`src/rtl/axi_sub_comp_arb_pkg.sv`:
```
// Shared helpers for the component-interface arbiter: size field width and
// modulo-N index arithmetic used by the round-robin search and pointer update.
package axi_sub_comp_arb_pkg;

  localparam int SIZE_W = 3;

  function automatic int wrap_add(input int base, input int k, input int n);
    int s;
    s = base + k;
    return (s >= n) ? s - n : s;
  endfunction

endpackage

```
`src/rtl/axi_sub_rr_pick.sv`:
```
// Combinational round-robin picker: first asserted req at or above ptr, with wrap.
// Returns both the one-hot grant and its encoded index.
module axi_sub_rr_pick
  import axi_sub_comp_arb_pkg::*;
#(
  parameter  int N  = 4,
  localparam int NW = $clog2(N)
) (
  input  logic [N-1:0]  req,
  input  logic [NW-1:0] ptr,
  output logic [N-1:0]  gnt,
  output logic [NW-1:0] idx
);

  logic found;

  always_comb begin
    gnt   = '0;
    idx   = '0;
    found = 1'b0;
    for (int k = 0; k < N; k++) begin
      if (!found && req[wrap_add(int'(ptr), k, N)]) begin
        found = 1'b1;
        idx   = NW'(wrap_add(int'(ptr), k, N));
        gnt[wrap_add(int'(ptr), k, N)] = 1'b1;
      end
    end
  end

endmodule

```
`src/rtl/axi_sub_comp_arb.sv`:
```
// N-way round-robin arbiter sharing one component command interface; grants whole
// bursts, routes write errors to the winner and steers read returns by origin port.
module axi_sub_comp_arb
  import axi_sub_comp_arb_pkg::*;
#(
  parameter  int N     = 4,
  parameter  int AW    = 32,
  parameter  int DW    = 32,
  parameter  int UW    = 32,
  parameter  int IW    = 1,
  parameter  int C_LAT = 0,
  localparam int NW    = $clog2(N),
  localparam int BC    = DW / 8
) (
  input  logic                clk,
  input  logic                rst_n,
  input  logic [N-1:0]        req_dv,
  input  logic [N*AW-1:0]     req_addr,
  input  logic [N-1:0]        req_write,
  input  logic [N*UW-1:0]     req_user,
  input  logic [N*IW-1:0]     req_id,
  input  logic [N*DW-1:0]     req_wdata,
  input  logic [N*BC-1:0]     req_wstrb,
  input  logic [N*SIZE_W-1:0] req_size,
  input  logic [N-1:0]        req_last,
  output logic [N-1:0]        req_hld,
  output logic [N-1:0]        req_wr_err,
  output logic [N-1:0]        req_rd_vld,
  output logic [N-1:0]        req_rd_err,
  output logic [DW-1:0]       req_rdata,
  output logic                dv,
  output logic [AW-1:0]       addr,
  output logic                write,
  output logic [UW-1:0]       user,
  output logic [IW-1:0]       id,
  output logic [DW-1:0]       wdata,
  output logic [BC-1:0]       wstrb,
  output logic [SIZE_W-1:0]   size,
  output logic                last,
  input  logic                hld,
  input  logic                rd_err,
  input  logic                wr_err,
  input  logic [DW-1:0]       rdata
);

  logic          lock_q;
  logic [NW-1:0] lock_idx_q;
  logic [NW-1:0] ptr_q;
  logic [N-1:0]  pick_gnt;
  logic [NW-1:0] pick_idx;
  logic [N-1:0]  gnt;
  logic [NW-1:0] win;
  logic          acc;
  logic          acc_last;

  axi_sub_rr_pick #(.N(N)) u_pick (
    .req (req_dv),
    .ptr (ptr_q),
    .gnt (pick_gnt),
    .idx (pick_idx)
  );

  // Grant is forced to zero while reset is asserted so outputs idle immediately.
  always_comb begin
    gnt = '0;
    win = '0;
    if (rst_n) begin
      if (lock_q) begin
        gnt[lock_idx_q] = 1'b1;
        win             = lock_idx_q;
      end else begin
        gnt = pick_gnt;
        win = pick_idx;
      end
    end
  end

  always_comb begin
    dv    = |(req_dv & gnt);
    addr  = '0;
    write = 1'b0;
    user  = '0;
    id    = '0;
    wdata = '0;
    wstrb = '0;
    size  = '0;
    last  = 1'b0;
    if (|gnt) begin
      addr  = req_addr[win*AW +: AW];
      write = req_write[win];
      user  = req_user[win*UW +: UW];
      id    = req_id[win*IW +: IW];
      wdata = req_wdata[win*DW +: DW];
      wstrb = req_wstrb[win*BC +: BC];
      size  = req_size[win*SIZE_W +: SIZE_W];
      last  = req_last[win];
    end
  end

  assign acc      = dv && !hld;
  assign acc_last = acc && last;

  // Any live beat that is not an accepted last keeps the winner locked; a dropped
  // req_dv on the locked port falls out of the same expression and unlocks.
  always_ff @(posedge clk or negedge rst_n) begin
    if (!rst_n) begin
      lock_q     <= 1'b0;
      lock_idx_q <= '0;
      ptr_q      <= '0;
    end else begin
      lock_q <= dv && !acc_last;
      if (dv && !acc_last) lock_idx_q <= win;
      if (acc_last) ptr_q <= NW'(wrap_add(int'(win), 1, N));
    end
  end

  assign req_hld    = {N{hld}} | ~gnt;
  assign req_wr_err = gnt & {N{wr_err && dv && write}};
  assign req_rd_err = req_rd_vld & {N{rd_err}};
  assign req_rdata  = rdata;

  if (C_LAT == 0) begin : g_rd_comb
    assign req_rd_vld = gnt & {N{acc && !write}};
  end else begin : g_rd_pipe
    typedef struct packed {
      logic          vld;
      logic [NW-1:0] idx;
    } rd_ent_t;

    rd_ent_t          rd_push_p0;
    logic [C_LAT-1:0] rd_vld_p;
    logic [NW-1:0]    rd_idx_p [C_LAT];

    assign rd_push_p0 = '{vld: acc && !write, idx: win};

    // Return pipeline: stage s holds reads accepted s+1 cycles ago.
    always_ff @(posedge clk or negedge rst_n) begin
      if (!rst_n) begin
        rd_vld_p <= '0;
      end else begin
        rd_vld_p[0] <= rd_push_p0.vld;
        for (int s = 1; s < C_LAT; s++) rd_vld_p[s] <= rd_vld_p[s-1];
      end
    end

    always_ff @(posedge clk) begin
      rd_idx_p[0] <= rd_push_p0.idx;
      for (int s = 1; s < C_LAT; s++) rd_idx_p[s] <= rd_idx_p[s-1];
    end

    always_comb begin
      req_rd_vld = '0;
      req_rd_vld[rd_idx_p[C_LAT-1]] = rd_vld_p[C_LAT-1];
    end
  end

  a_gnt_onehot0: assert property (@(posedge clk) disable iff (!rst_n) $onehot0(gnt));
  a_lock_keeps_dv: assert property (@(posedge clk) disable iff (!rst_n)
    lock_q |-> req_dv[lock_idx_q]);
  a_no_acc_on_hld: assert property (@(posedge clk) disable iff (!rst_n)
    hld |-> !(|(req_dv & ~req_hld)));

endmodule
```
`config.mk`:
```
export PLATFORM = sky130hd
export DESIGN_NAME = axi_sub_comp_arb
export DESIGN_NICKNAME = d
export VERILOG_FILES = /design/src/rtl/axi_sub_comp_arb_pkg.sv /design/src/rtl/axi_sub_rr_pick.sv /design/src/rtl/axi_sub_comp_arb.sv
export SDC_FILE = /design/constraint.sdc
export NUM_CORES = 1
export LEC_CHECK = 0
export CAP_MARGIN = 10
export CORE_AREA = 2 2 243 245
export DETAILED_ROUTE_END_ITERATION = 7
export DIE_AREA = 0 0 245 247
export GPL_TIMING_DRIVEN = 0
export PLACE_DENSITY_LB_ADDON = 0.25
export SLEW_MARGIN = 5
export SYNTH_ARGS = -nofsm -noshare
export SYNTH_HDL_FRONTEND = slang
export SYNTH_SLANG_ARGS = --single-unit
```
`constraint.sdc`:
```
create_clock -name clk -period 4.5 [get_ports clk]
set_clock_uncertainty 0.2 [all_clocks]
set_input_delay 0.45 -clock clk [delete_from_list [all_inputs] [get_ports clk]]
set_output_delay 0.45 -clock clk [all_outputs]
set_load 0.02 [all_outputs]
```
==> results of run 1 <==
-- final timing paths --
check                               from             to  slack, ns
setup / recovery                ptr_q[0]  req_wr_err[3]       0.06
hold reg to reg            lock_idx_q[0]  lock_idx_q[0]       0.42
max in group asynchronous          rst_n       ptr_q[1]       3.61
min in group clk           lock_idx_q[0]  lock_idx_q[0]       0.42
setup reg to reg                ptr_q[0]       ptr_q[0]       0.53
hold / removal                     rst_n  lock_idx_q[1]       0.27
-- per-layer routing --
layer | global-route usage, % | vias to the layer above | share of wire [%]
li1 | - | 3666 | -
met5 | 0 | - | 0
met4 | 1.24 | 0 | 1.1
met1 | 14.6 | 3595 | 41
met2 | 22.3 | 344 | 51
met3 | 2.56 | 22 | 6.4
-- area by class of cell --
class	count	area share, %
tap	773	7.76
inverter	17	0.562
multi-input combinational	534	36.2
clock buffer	4	0.633
timing repair buffer	618	47.0
buffer	98	6.78
sequential	5	1.00
-- per-stage QoR --
step	total power (uW)	util [%]	setup TNS, ns
6_report	7970	21.4	0
5_1_grt	8510	21.4	-0.00626
3_5_place_dp	7530	20.4	-147.37
4_1_cts	8120	21.7	-0.00418
2_1_floorplan	4060	-	0
3_3_place_gp	7530	20.4	-150.77
-- synth_stat cells (2+ instances only) --
library cell / count
buf_2: 28
a31oi_2: 2
nor2b_1: 3
or3b_2: 3
clkbuf_1: 33
o31a_1: 2
a21oi_1: 5
a221oi_1: 2
and4_1: 2
dfrtp_1: 5
o41a_1: 2
buf_4: 36
a31oi_1: 5
nand3b_1: 2
nor2_1: 121
a211oi_1: 107
mux4_2: 4
buf_6: 2
mux2_2: 107
nor3_1: 4
mux2i_1: 112
inv_1: 17
o211ai_1: 2
and2_1: 5
o311a_1: 2
nand2_1: 11
o21ai_0: 4
ha_1: 4
and3_1: 4
-- registers in the layout, summed over array words and instances, names as in the netlist --
register and flops:
ptr_q 2, lock_q 1, lock_idx_q 2
-- power breakdown --
part	leakage, uW	switching [uW]	internal, uW
registers	0.0000617	18.0	65.4
logic	0.00512	4410	3330
clock network	0.0000382	31.8	118
-- kinds of logic after synthesis --
kind of cell	synth area share (%)
xor+xnor	0.174
simple gates	14.6
flops	2.49
mux	48.3
buf+inv	12.3
fa+ha+maj	0.995
compound gates	21.1
-- worst max-delay path, delay by kind of cell (launching register included) --
kind,cells,cell delay [ns]
AOI/OAI and AO/OA,4,0.67
adders and majority gates,1,0.26
buffers and inverters,8,1.08
DFF,1,0.36
muxes,1,0.56
and+or+nand+nor,2,0.62
-- what timing repair did --
action                     in CTS  in global routing
pin swaps                      18                  8
setup endpoints to repair     124                111
gates cloned                    2                  0
gates resized for setup       450                176
buffers inserted               26                  3
==> reports/metrics.csv, run 1 <==
stage;metric;value;unit
routing;DR WL/cell;19.2;um
global_route;Total GRT Usage;12.1;%
critical_path;critical path cell sequence;buf_6 -> buf_8 -> inv_2 -> ha_4 -> buf_6 -> mux4_2 -> buf_4 -> inv_4 -> o211ai_1 -> a31oi_1 -> o31a_1 -> buf_4 -> a221oi_4 -> or4b_4 -> nor2_1 -> clkdlybuf4s15_2;
timing;FMAX;225;MHz
yosys;post-synthesis sequential area ratio;2.49;%
routing;vias;7627;
power_and_ir_drop;Leak Pwr;0.00522;uW
timing;setup slack after layout;0.0636;ns
floorplan;CORE AREA;58200;um2
clock_network;CTS Buffer Depth;2;
yosys;Post-Syn Area per Cell;7.68;um2
critical_path;CP startpoint kind;flop;
critical_path;CP max stage delay;0.56;ns
critical_path;Worst R2R Path Depth;16;
yosys;Cell Area, Synth;5030;um2
outcome;outcome;finished, final reports clean;
floorplan;Die ar.;60500;um2
global_route;GRT Residual Overflow;0;
clock_network;H-tree depth;1;
clock_network;TritonCTS clock tree;yes;
power_and_ir_drop;pwr/cell area;640;nW/um2
timing;final setup fails;0;
floorplan;FP Rows;89;
place;pre-CTS WS;-1.94;ns
timing;Slew Viols, Final;0;
global_route;first-pass GRT wire length;53800;um
routing;DRC errors left;0;
clock_network;Clock Sinks;5;
clock_network;Skew-Pair Late Insertion Delay;0.23;ns
global_route;largest net degree at the start of global routing;11;
yosys;Synth Instances;655;
timing;Tmin final;4.44;ns
timing;Worst Hold Margin;0.269;ns
yosys;synth top area cells;mux2_2, mux2i_1, a211oi_1;
critical_path;Slowest cell on crit path;mux4_2;
cells_and_area;Ant. Diodes;0;
floorplan;I/O pin cnt;620;
yosys;post-synthesis net count;1124;
critical_path;Setup crit end kind;output pin;
place;PortBufs;587;
yosys;FF+latch count, synth;5;
clock_network;CTS Buf Count;3;
routing;First DRT Iteration DRCs;260;
clock_network;Hold-fix buffers, CTS;0;
cells_and_area;most frequent cells in the layout;clkdlybuf4s50_1, nor2_1, mux2i_1;
global_route;initial antenna violation count;0;
critical_path;Data arrival, critical path;3.79;ns
timing;fin crit share;98.6;%
critical_path;Req. time, crit path;3.85;ns
cells_and_area;final net count;1746;
place;Inst Count DP;2015;
routing;number of vias per cell;3.72;
cells_and_area;layout cells sized above 1;29.9;%
yosys;Yosys top cell area share;23.9;%
yosys;Ys Warns;0;
yosys;Yosys cell types;48;
yosys;Yosys top cell by area;mux2_2;
global_route;vias in the first global route;7938;
place;DP Area;11900;um2
clock_network;clk root buf;clkbuf_16;
power_and_ir_drop;VDD IR-drop max;0.000255;V
critical_path;CP Max Fanout;6;
routing;ANT nets after route;0;
place;gp weighted congestion;0.841;
floorplan;Chip Height;247;um
routing;Routed WL;39400;um
cells_and_area;fin cells;2049;
yosys;fraction of registers with async set/reset;100;%
timing;Hold Vio Cnt, Final;0;
cells_and_area;area occupied by multi-input gates;4510;um2
yosys;prevailing post-synth register cell;dfrtp_1;
cells_and_area;Synth-to-Final Area Change;148;%
clock_network;CTS clk-pin slew, worst paths;0.04;ns
job;max_cap viols;0;
cells_and_area;fill cell count;6549;
timing;RSZ-0062 raised after global routing;true;
routing;TritonRoute pass-1 iters;5;
critical_path;critical path class;reg2out;
cells_and_area;commonest non-fill, non-tap cell in the layout;clkdlybuf4s50_1;
timing;Worst Tran Pin Value;0.655;ns
cells_and_area;Sequential cell area;125;um2
floorplan;initial core utilization;8.64;%
yosys;Post-synth EDFFs;0;
place;Final HPWL DP;32900;um
cells_and_area;Finished Cell Area;12500;um2
floorplan;Die Wd;245;um
timing;Slew HR;55.8;%
worst_hold_path;worst hold path class;in2async;
Power figures use the tool's default switching activity.
==> run 2: changes to the inputs <==
--- a/config.mk
+++ b/config.mk
@@ -6,7 +6,7 @@
 export NUM_CORES = 1
 export LEC_CHECK = 0
 export CAP_MARGIN = 10
-export CORE_AREA = 2 2 243 245
+export CORE_AREA = 8 8 237 239
 export DETAILED_ROUTE_END_ITERATION = 7
 export DIE_AREA = 0 0 245 247
 export GPL_TIMING_DRIVEN = 0
@@ -14,4 +14,5 @@
 export SLEW_MARGIN = 5
 export SYNTH_ARGS = -nofsm -noshare
 export SYNTH_HDL_FRONTEND = slang
+export SYNTH_HIERARCHICAL = 1
 export SYNTH_SLANG_ARGS = --single-unit
==> run 2 against run 1 <==
Fmax barely moved. Largest power group unchanged. Largest cell class unchanged. Global-route usage fell by 0.31 points. Critical endpoint is now user[18]. Register-to-register slack improved by 0.27 ns. Cell count fell by 17%.
==> reports/metrics.csv, run 2 <==
stage;metric;value;unit
yosys;Yosys cell types;44;
clock_network;Hold-fix buffers, CTS;0;
critical_path;CP max stage delay;0.58;ns
clock_network;TritonCTS clock tree;yes;
yosys;prevailing post-synth register cell;dfrtp_1;
critical_path;critical path class;reg2out;
yosys;Ys Warns;6;
floorplan;Chip Height;247;um
cells_and_area;most frequent cells in the layout;clkdlybuf4s50_1, nor2b_1, mux4_2;
yosys;Cell Area, Synth;4450;um2
yosys;synth cell count leaders;nor2b_1, mux4_2, buf_4, buf_2, clkbuf_1;
timing;RSZ-0062 raised after global routing;true;
global_route;GRT Residual Overflow;0;
yosys;Synth Instances;395;
critical_path;Slowest cell on crit path;or4_1;
floorplan;Die ar.;60500;um2
yosys;most common cell in the synthesized netlist;nor2b_1;
timing;Tmin final;4.43;ns
critical_path;Req. time, crit path;3.85;ns
routing;DRC errors left;0;
power_and_ir_drop;pwr/cell area;524;nW/um2
clock_network;Clock Sinks;5;
yosys;post-synthesis net count;868;
routing;TritonRoute pass-1 iters;4;
floorplan;I/O pin cnt;620;
yosys;synth top area cells;mux4_2, nor2b_1, buf_4;
critical_path;Data arrival, critical path;3.78;ns
place;pre-CTS WS;-1.82;ns
floorplan;Die Wd;245;um
timing;Hold Vio Cnt, Final;0;
cells_and_area;biggest regs;lock_idx_q: 2 flops, ptr_q: 2 flops, lock_q: 1 flops;
routing;number of vias per cell;3.60;
power_and_ir_drop;VDD IR-drop max;0.000180;V
yosys;FF+latch count, synth;5;
outcome;outcome;finished, final reports clean;
cells_and_area;layout cells sized above 1;27.9;%
clock_network;CTS Buffer Depth;2;
job;max_cap viols;0;
place;gp weighted congestion;0.818;
global_route;Total GRT Usage;11.8;%
floorplan;initial core utilization;8.52;%
critical_path;buffers and inverters on the worst path;8;
timing;setup slack after layout;0.0655;ns
yosys;fraction of registers with async set/reset;100;%
timing;final setup fails;0;
yosys;Yosys top cell by area;mux4_2;
timing;Slew Viols, Final;0;
clock_network;H-tree depth;1;
place;PortBufs;587;
global_route;first-pass GRT wire length;52000;um
global_route;vias in the first global route;6941;
routing;DR WL/cell;23.2;um
place;Final HPWL DP;35500;um
global_route;largest net degree at the start of global routing;12;
timing;fin crit share;98.5;%
routing;vias;6148;
worst_hold_path;worst hold path class;in2async;
floorplan;FP Rows;84;
cells_and_area;final net count;1494;
yosys;Post-synth EDFFs;0;
critical_path;CP Max Fanout;10;
timing;Slew HR;57.7;%
critical_path;CP startpoint kind;flop;
clock_network;clk root buf;clkbuf_16;
power_and_ir_drop;Pwr Total;6130;uW
yosys;post-synthesis sequential area ratio;2.81;%
cells_and_area;Synth-to-Final Area Change;163;%
power_and_ir_drop;Leak Pwr;0.00458;uW
routing;ANT nets after route;0;
clock_network;Skew-Pair Late Insertion Delay;0.23;ns
critical_path;critical path cell sequence;buf_6 -> inv_4 -> ha_4 -> mux4_2 -> buf_4 -> nor3_4 -> buf_4 -> a22oi_1 -> o21ai_1 -> or4_1 -> o21ai_4 -> buf_12 -> clkbuf_8 -> clkbuf_4 -> nor2b_1 -> dlygate4sd2_1;
clock_network;CTS Buf Count;3;
routing;First DRT Iteration DRCs;188;
global_route;initial antenna violation count;5;
timing;Worst Tran Pin Value;0.628;ns
critical_path;cell family with most CP delay;buffers and inverters;
clock_network;CTS clk-pin slew, worst paths;0.03;ns
timing;Fin Setup TNS;0;ns
critical_path;Setup crit end kind;output pin;
cells_and_area;commonest non-fill, non-tap cell in the layout;clkdlybuf4s50_1;
yosys;Yosys top cell area share;54.6;%
critical_path;Critical Path Most Common Cell;buf_4;
floorplan;CORE AREA;52200;um2
yosys;Post-Syn Area per Cell;11.3;um2
timing;FMAX;226;MHz
routing;Routed WL;39600;um
cells_and_area;Ant. Diodes;0;
run 2: final timing paths:
| path | from | end | slack (ns) | cells past startpoint |
|---|---|---|---|---|
| max in group asynchronous | rst_n | ptr_q[1] | 3.45 | 1 |
| min in group clk | lock_idx_q[0] | lock_idx_q[0] | 0.41 | 2 |
| hold reg to reg | lock_idx_q[0] | lock_idx_q[0] | 0.41 | 2 |
| hold / removal | rst_n | ptr_q[0] | 0.33 | 1 |
| setup / recovery | ptr_q[0] | user[18] | 0.07 | 16 |
| setup reg to reg | ptr_q[0] | lock_idx_q[1] | 0.80 | 15 |
run 2: area by class of cell:
type                    count  area [um2]
fillers                  5705       40500
repair buffers            622        5980
multi-input cells         311        3970
well taps                 688         861
plain buffers              71         654
flip-flops and latches      5         128
clock buffers               4        78.8
inverters                   7        32.5
run 2: cells by family (layout without fill, tap and decap cells):
logic type | after synthesis | in the layout | synth area share (%)
adder cells (fa/ha/maj) | 8 | 8 | 2.25
buffers and inverters | 79 | 704 | 10.5
multiplexers | 118 | 118 | 57.3
AND/OR/NAND/NOR | 150 | 150 | 21.9
flip-flops | 5 | 5 | 2.81
AO/OA/AOI/OAI | 35 | 35 | 5.20
run 2: repair_timing:
| action | in CTS | in global routing |
|---|---|---|
| endpoints found under the setup margin | 124 | 93 |
| gates resized for setup | 238 | 97 |
| pin swaps | 4 | 0 |
| cloned | 0 | 2 |
| buffers inserted | 17 | 16 |
run 2: routing by layer:
metal  global-route usage [%]  wire length, um
met5                        0               13
met4                     2.45              713
met1                     13.3            15000
met2                     21.0            20300
met3                     4.28             3610
run 2: power breakdown:
group	internal [uW]	switching (uW)
sequential	65.2	25.1
combinational	2900	3000
clock	117	28.0
total	3080	3050
run 2: metrics by stage:
| step | utilization [%] | instance area [um2] | instances | hold WS (ns) |
|---|---|---|---|---|
| after global routing | 22.4 | 11700 | 1708 | 0.353 |
| after detailed placement | 21.4 | 11200 | 1670 | 0.414 |
| after global placement | 21.4 | 11200 | 1670 | 0.394 |
| after floorplan | - | 4450 | 395 | -0.0456 |
| after CTS | 22.1 | 11500 | 1691 | 0.312 |
| final | 22.4 | 11700 | 1708 | 0.332 |
==> run 3: changes to the inputs <==
==> constraint.sdc (replaced) <==
create_clock -name clk -period 4.9 [get_ports clk]
set_clock_uncertainty 0.2 [all_clocks]
set_input_delay 0.49 -clock clk [delete_from_list [all_inputs] [get_ports clk]]
set_output_delay 0.49 -clock clk [all_outputs]
set_load 0.02 [all_outputs]
==> run 3 against run 2 <==
First-iteration DRC count up 5.3%. Clock-buffer cell count did not move. Non-clock buffer count down 19. Register-to-register slack gained 0.37 ns. Clock power shrank 8%. Die area unchanged. Total power decreased by 11%. Hold slack better by 0.012 ns. Worst setup slack gained 0.086 ns.
==> reports/metrics.csv, run 3 (synthesis results as in run 2) <==
stage;metric;value;unit
routing;DR WL/cell;22.9;um
global_route;Total GRT Usage;11.7;%
routing;vias;6038;
clock_network;H-tree depth;1;
power_and_ir_drop;Clk network pwr share;2.5;%
critical_path;Setup crit end kind;output pin;
routing;Routed WL;38700;um
global_route;largest net degree at the start of global routing;12;
cells_and_area;final net count;1475;
cells_and_area;biggest regs;lock_idx_q: 2 flops, ptr_q: 2 flops, lock_q: 1 flops;
floorplan;Die ar.;60500;um2
power_and_ir_drop;Switching Share;49.7;%
timing;Hold Vio Cnt, Final;0;
cells_and_area;Ant. Diodes;0;
floorplan;I/O pin cnt;620;
cells_and_area;Synth-to-Final Area Change;160;%
floorplan;initial core utilization;8.52;%
floorplan;Chip Height;247;um
cells_and_area;fin cells;1689;
outcome;outcome;finished, final reports clean;
global_route;initial antenna violation count;5;
timing;fin crit share;96.9;%
timing;final setup fails;0;
clock_network;clk root buf;clkbuf_16;
global_route;GRT met1 Usage;13.3;%
place;Inst Count DP;1670;
floorplan;CORE AREA;52200;um2
clock_network;CTS Buf Count;3;
place;Final HPWL DP;35500;um
global_route;Top Usage Layer GRT;met2;
critical_path;Data arrival, critical path;4.06;ns
power_and_ir_drop;pwr/cell area;470;nW/um2
job;max_cap viols;0;
cells_and_area;layout cells sized above 1;23.2;%
place;gp weighted congestion;0.818;
routing;DRC errors left;0;
power_and_ir_drop;combinational power share;96.0;%
global_route;GRT Residual Overflow;0;
clock_network;CTS Buffer Depth;2;
timing;Slew Viols, Final;0;
cells_and_area;most frequent cells in the layout;clkdlybuf4s50_1, mux4_2, nor2b_1;
critical_path;CP Max Fanout;10;
routing;TritonRoute pass-1 iters;5;
timing;Tmin final;4.75;ns
timing;Worst Tran Pin Value;0.573;ns
timing;FMAX;211;MHz
clock_network;TritonCTS clock tree;yes;
power_and_ir_drop;Leak Pwr;0.00469;uW
floorplan;FP Rows;84;
power_and_ir_drop;internal cell power;2740;uW
routing;First DRT Iteration DRCs;198;
clock_network;Clock Sinks;5;
critical_path;Worst R2R Path Depth;15;
place;PortBufs;587;
critical_path;reg-to-reg setup timing slack;1.17;ns
clock_network;Hold-fix buffers, CTS;0;
critical_path;CP startpoint kind;flop;
power_and_ir_drop;VDD IR-drop max;0.000134;V
clock_network;Skew-Pair Late Insertion Delay;0.23;ns
critical_path;worst flop-to-flop path startpoint;ptr_q[0];
critical_path;worst reg2reg endpoint;lock_idx_q[1];
cells_and_area;fill cell count;5685;
global_route;vias in the first global route;6890;
critical_path;Req. time, crit path;4.21;ns
cells_and_area;commonest non-fill, non-tap cell in the layout;clkdlybuf4s50_1;
critical_path;Slowest cell on crit path;or4_1;
power_and_ir_drop;Reg power frac;1.5;%
floorplan;Die Wd;245;um
global_route;met3 Usage GRT;4.28;%
critical_path;CP max stage delay;0.57;ns
timing;Slew HR;62.0;%
timing;Fin Setup TNS;0;ns
routing;number of vias per cell;3.57;
routing;ANT nets after route;0;
critical_path;critical path cell sequence;buf_6 -> clkinvlp_4 -> ha_4 -> mux4_2 -> nand2b_4 -> nor3_4 -> buf_4 -> a22oi_1 -> o21ai_1 -> or4_1 -> o21ai_4 -> buf_12 -> clkbuf_8 -> clkbuf_4 -> nor2b_1 -> clkdlybuf4s50_1;
clock_network;CTS clk-pin slew, worst paths;0.03;ns
worst_hold_path;worst hold path class;in2async;
cells_and_area;Core Util, Final;22.2;%
global_route;grt met2 use;20.9;%
critical_path;critical path class;reg2out;
power_and_ir_drop;P_sw;2700;uW
global_route;first-pass GRT wire length;51800;um
critical_path;CP Launch Point;ptr_q[0];
==> run 3: changes by cell type in the layout (fill, tap and decap cells not counted), moves of 3 or more <==
cell	change
buf_2	-3
buf_4	-18
buf_8	-5
clkbuf_2	-20
clkbuf_4	+5
clkdlybuf4s15_1	-3
clkdlybuf4s15_2	-3
clkdlybuf4s50_1	+22
dlygate4sd2_1	-12
dlymetal6s2s_1	+23
nor4_2	+3
nor4_4	-3
==> run 3: power groups by stage <==
| stage | clock network (uW) | logic [uW] | registers [uW] |
|---|---|---|---|
| 6_report | 134 | 5230 | 81.6 |
| 5_1_grt | 141 | 5580 | 84.1 |
| 4_1_cts | 135 | 5300 | 79.5 |
| 3_5_place_dp | 0 | 5200 | 96.6 |
| 3_3_place_gp | 0 | 5210 | 95.7 |
| 2_1_floorplan | 0 | 2890 | 83.2 |
==> run 3: timing repair <==
action	in CTS	in global routing
setup buffers	10	5
setup endpoints to repair	120	107
pin swaps	2	1
resized for setup	141	62
==> run 3: through the flow <==
| stage | hold slack, ns | setup slack, ns | area [um2] | total power (uW) |
|---|---|---|---|---|
| 4_1_cts | 0.352 | 0.000540 | 11400 | 5510 |
| 6_report | 0.344 | 0.151 | 11600 | 5440 |
| 2_1_floorplan | -0.00559 | 0.526 | 4450 | 2970 |
| 3_3_place_gp | 0.394 | -1.48 | 11200 | 5300 |
| 3_5_place_dp | 0.414 | -1.46 | 11200 | 5300 |
| 5_1_grt | 0.366 | -0.00231 | 11600 | 5810 |
==> run 3: routing by layer <==
| metal | share of wire [%] | routed length [um] | vias up |
|---|---|---|---|
| li1 | - | - | 2744 |
| met2 | 50 | 19400 | 373 |
| met1 | 38 | 14700 | 2893 |
| met4 | 2.5 | 958 | 2 |
| met5 | 0.034 | 13 | - |
| met3 | 9.4 | 3650 | 26 |
==> run 3: final cells by class <==
cell class / instances / area, um2 / area share [%]
flip-flops and latches: 5 / 128 / 1.10
inverters: 7 / 30.0 / 0.259
repair buffers: 602 / 5980 / 51.7
plain buffers: 72 / 579 / 5.00
clock buffers: 4 / 78.8 / 0.681
multi-input cells: 311 / 3920 / 33.8
well taps: 688 / 861 / 7.44
==> run 3: worst max-delay path by stage <==
stage	to	slack, ns	cells after the start
global route	user[29]	-0.002	15
CTS	req_rd_vld[3]	0.0005	17
detailed placement	user[19]	-1.46	14
global placement	user[19]	-1.48	14
finish	addr[1]	0.15	16
floorplan	req_rd_err[0]	0.53	14
==> run 3: worst max-delay path, delay by kind of cell (launching register included) <==
family | cells | cell delay [ns]
AND/OR/NAND/NOR | 4 | 0.78
AO/OA/AOI/OAI | 3 | 0.46
flip-flops | 1 | 0.38
multiplexers | 1 | 0.33
buffers and inverters | 7 | 1.53
adder cells (fa/ha/maj) | 1 | 0.32
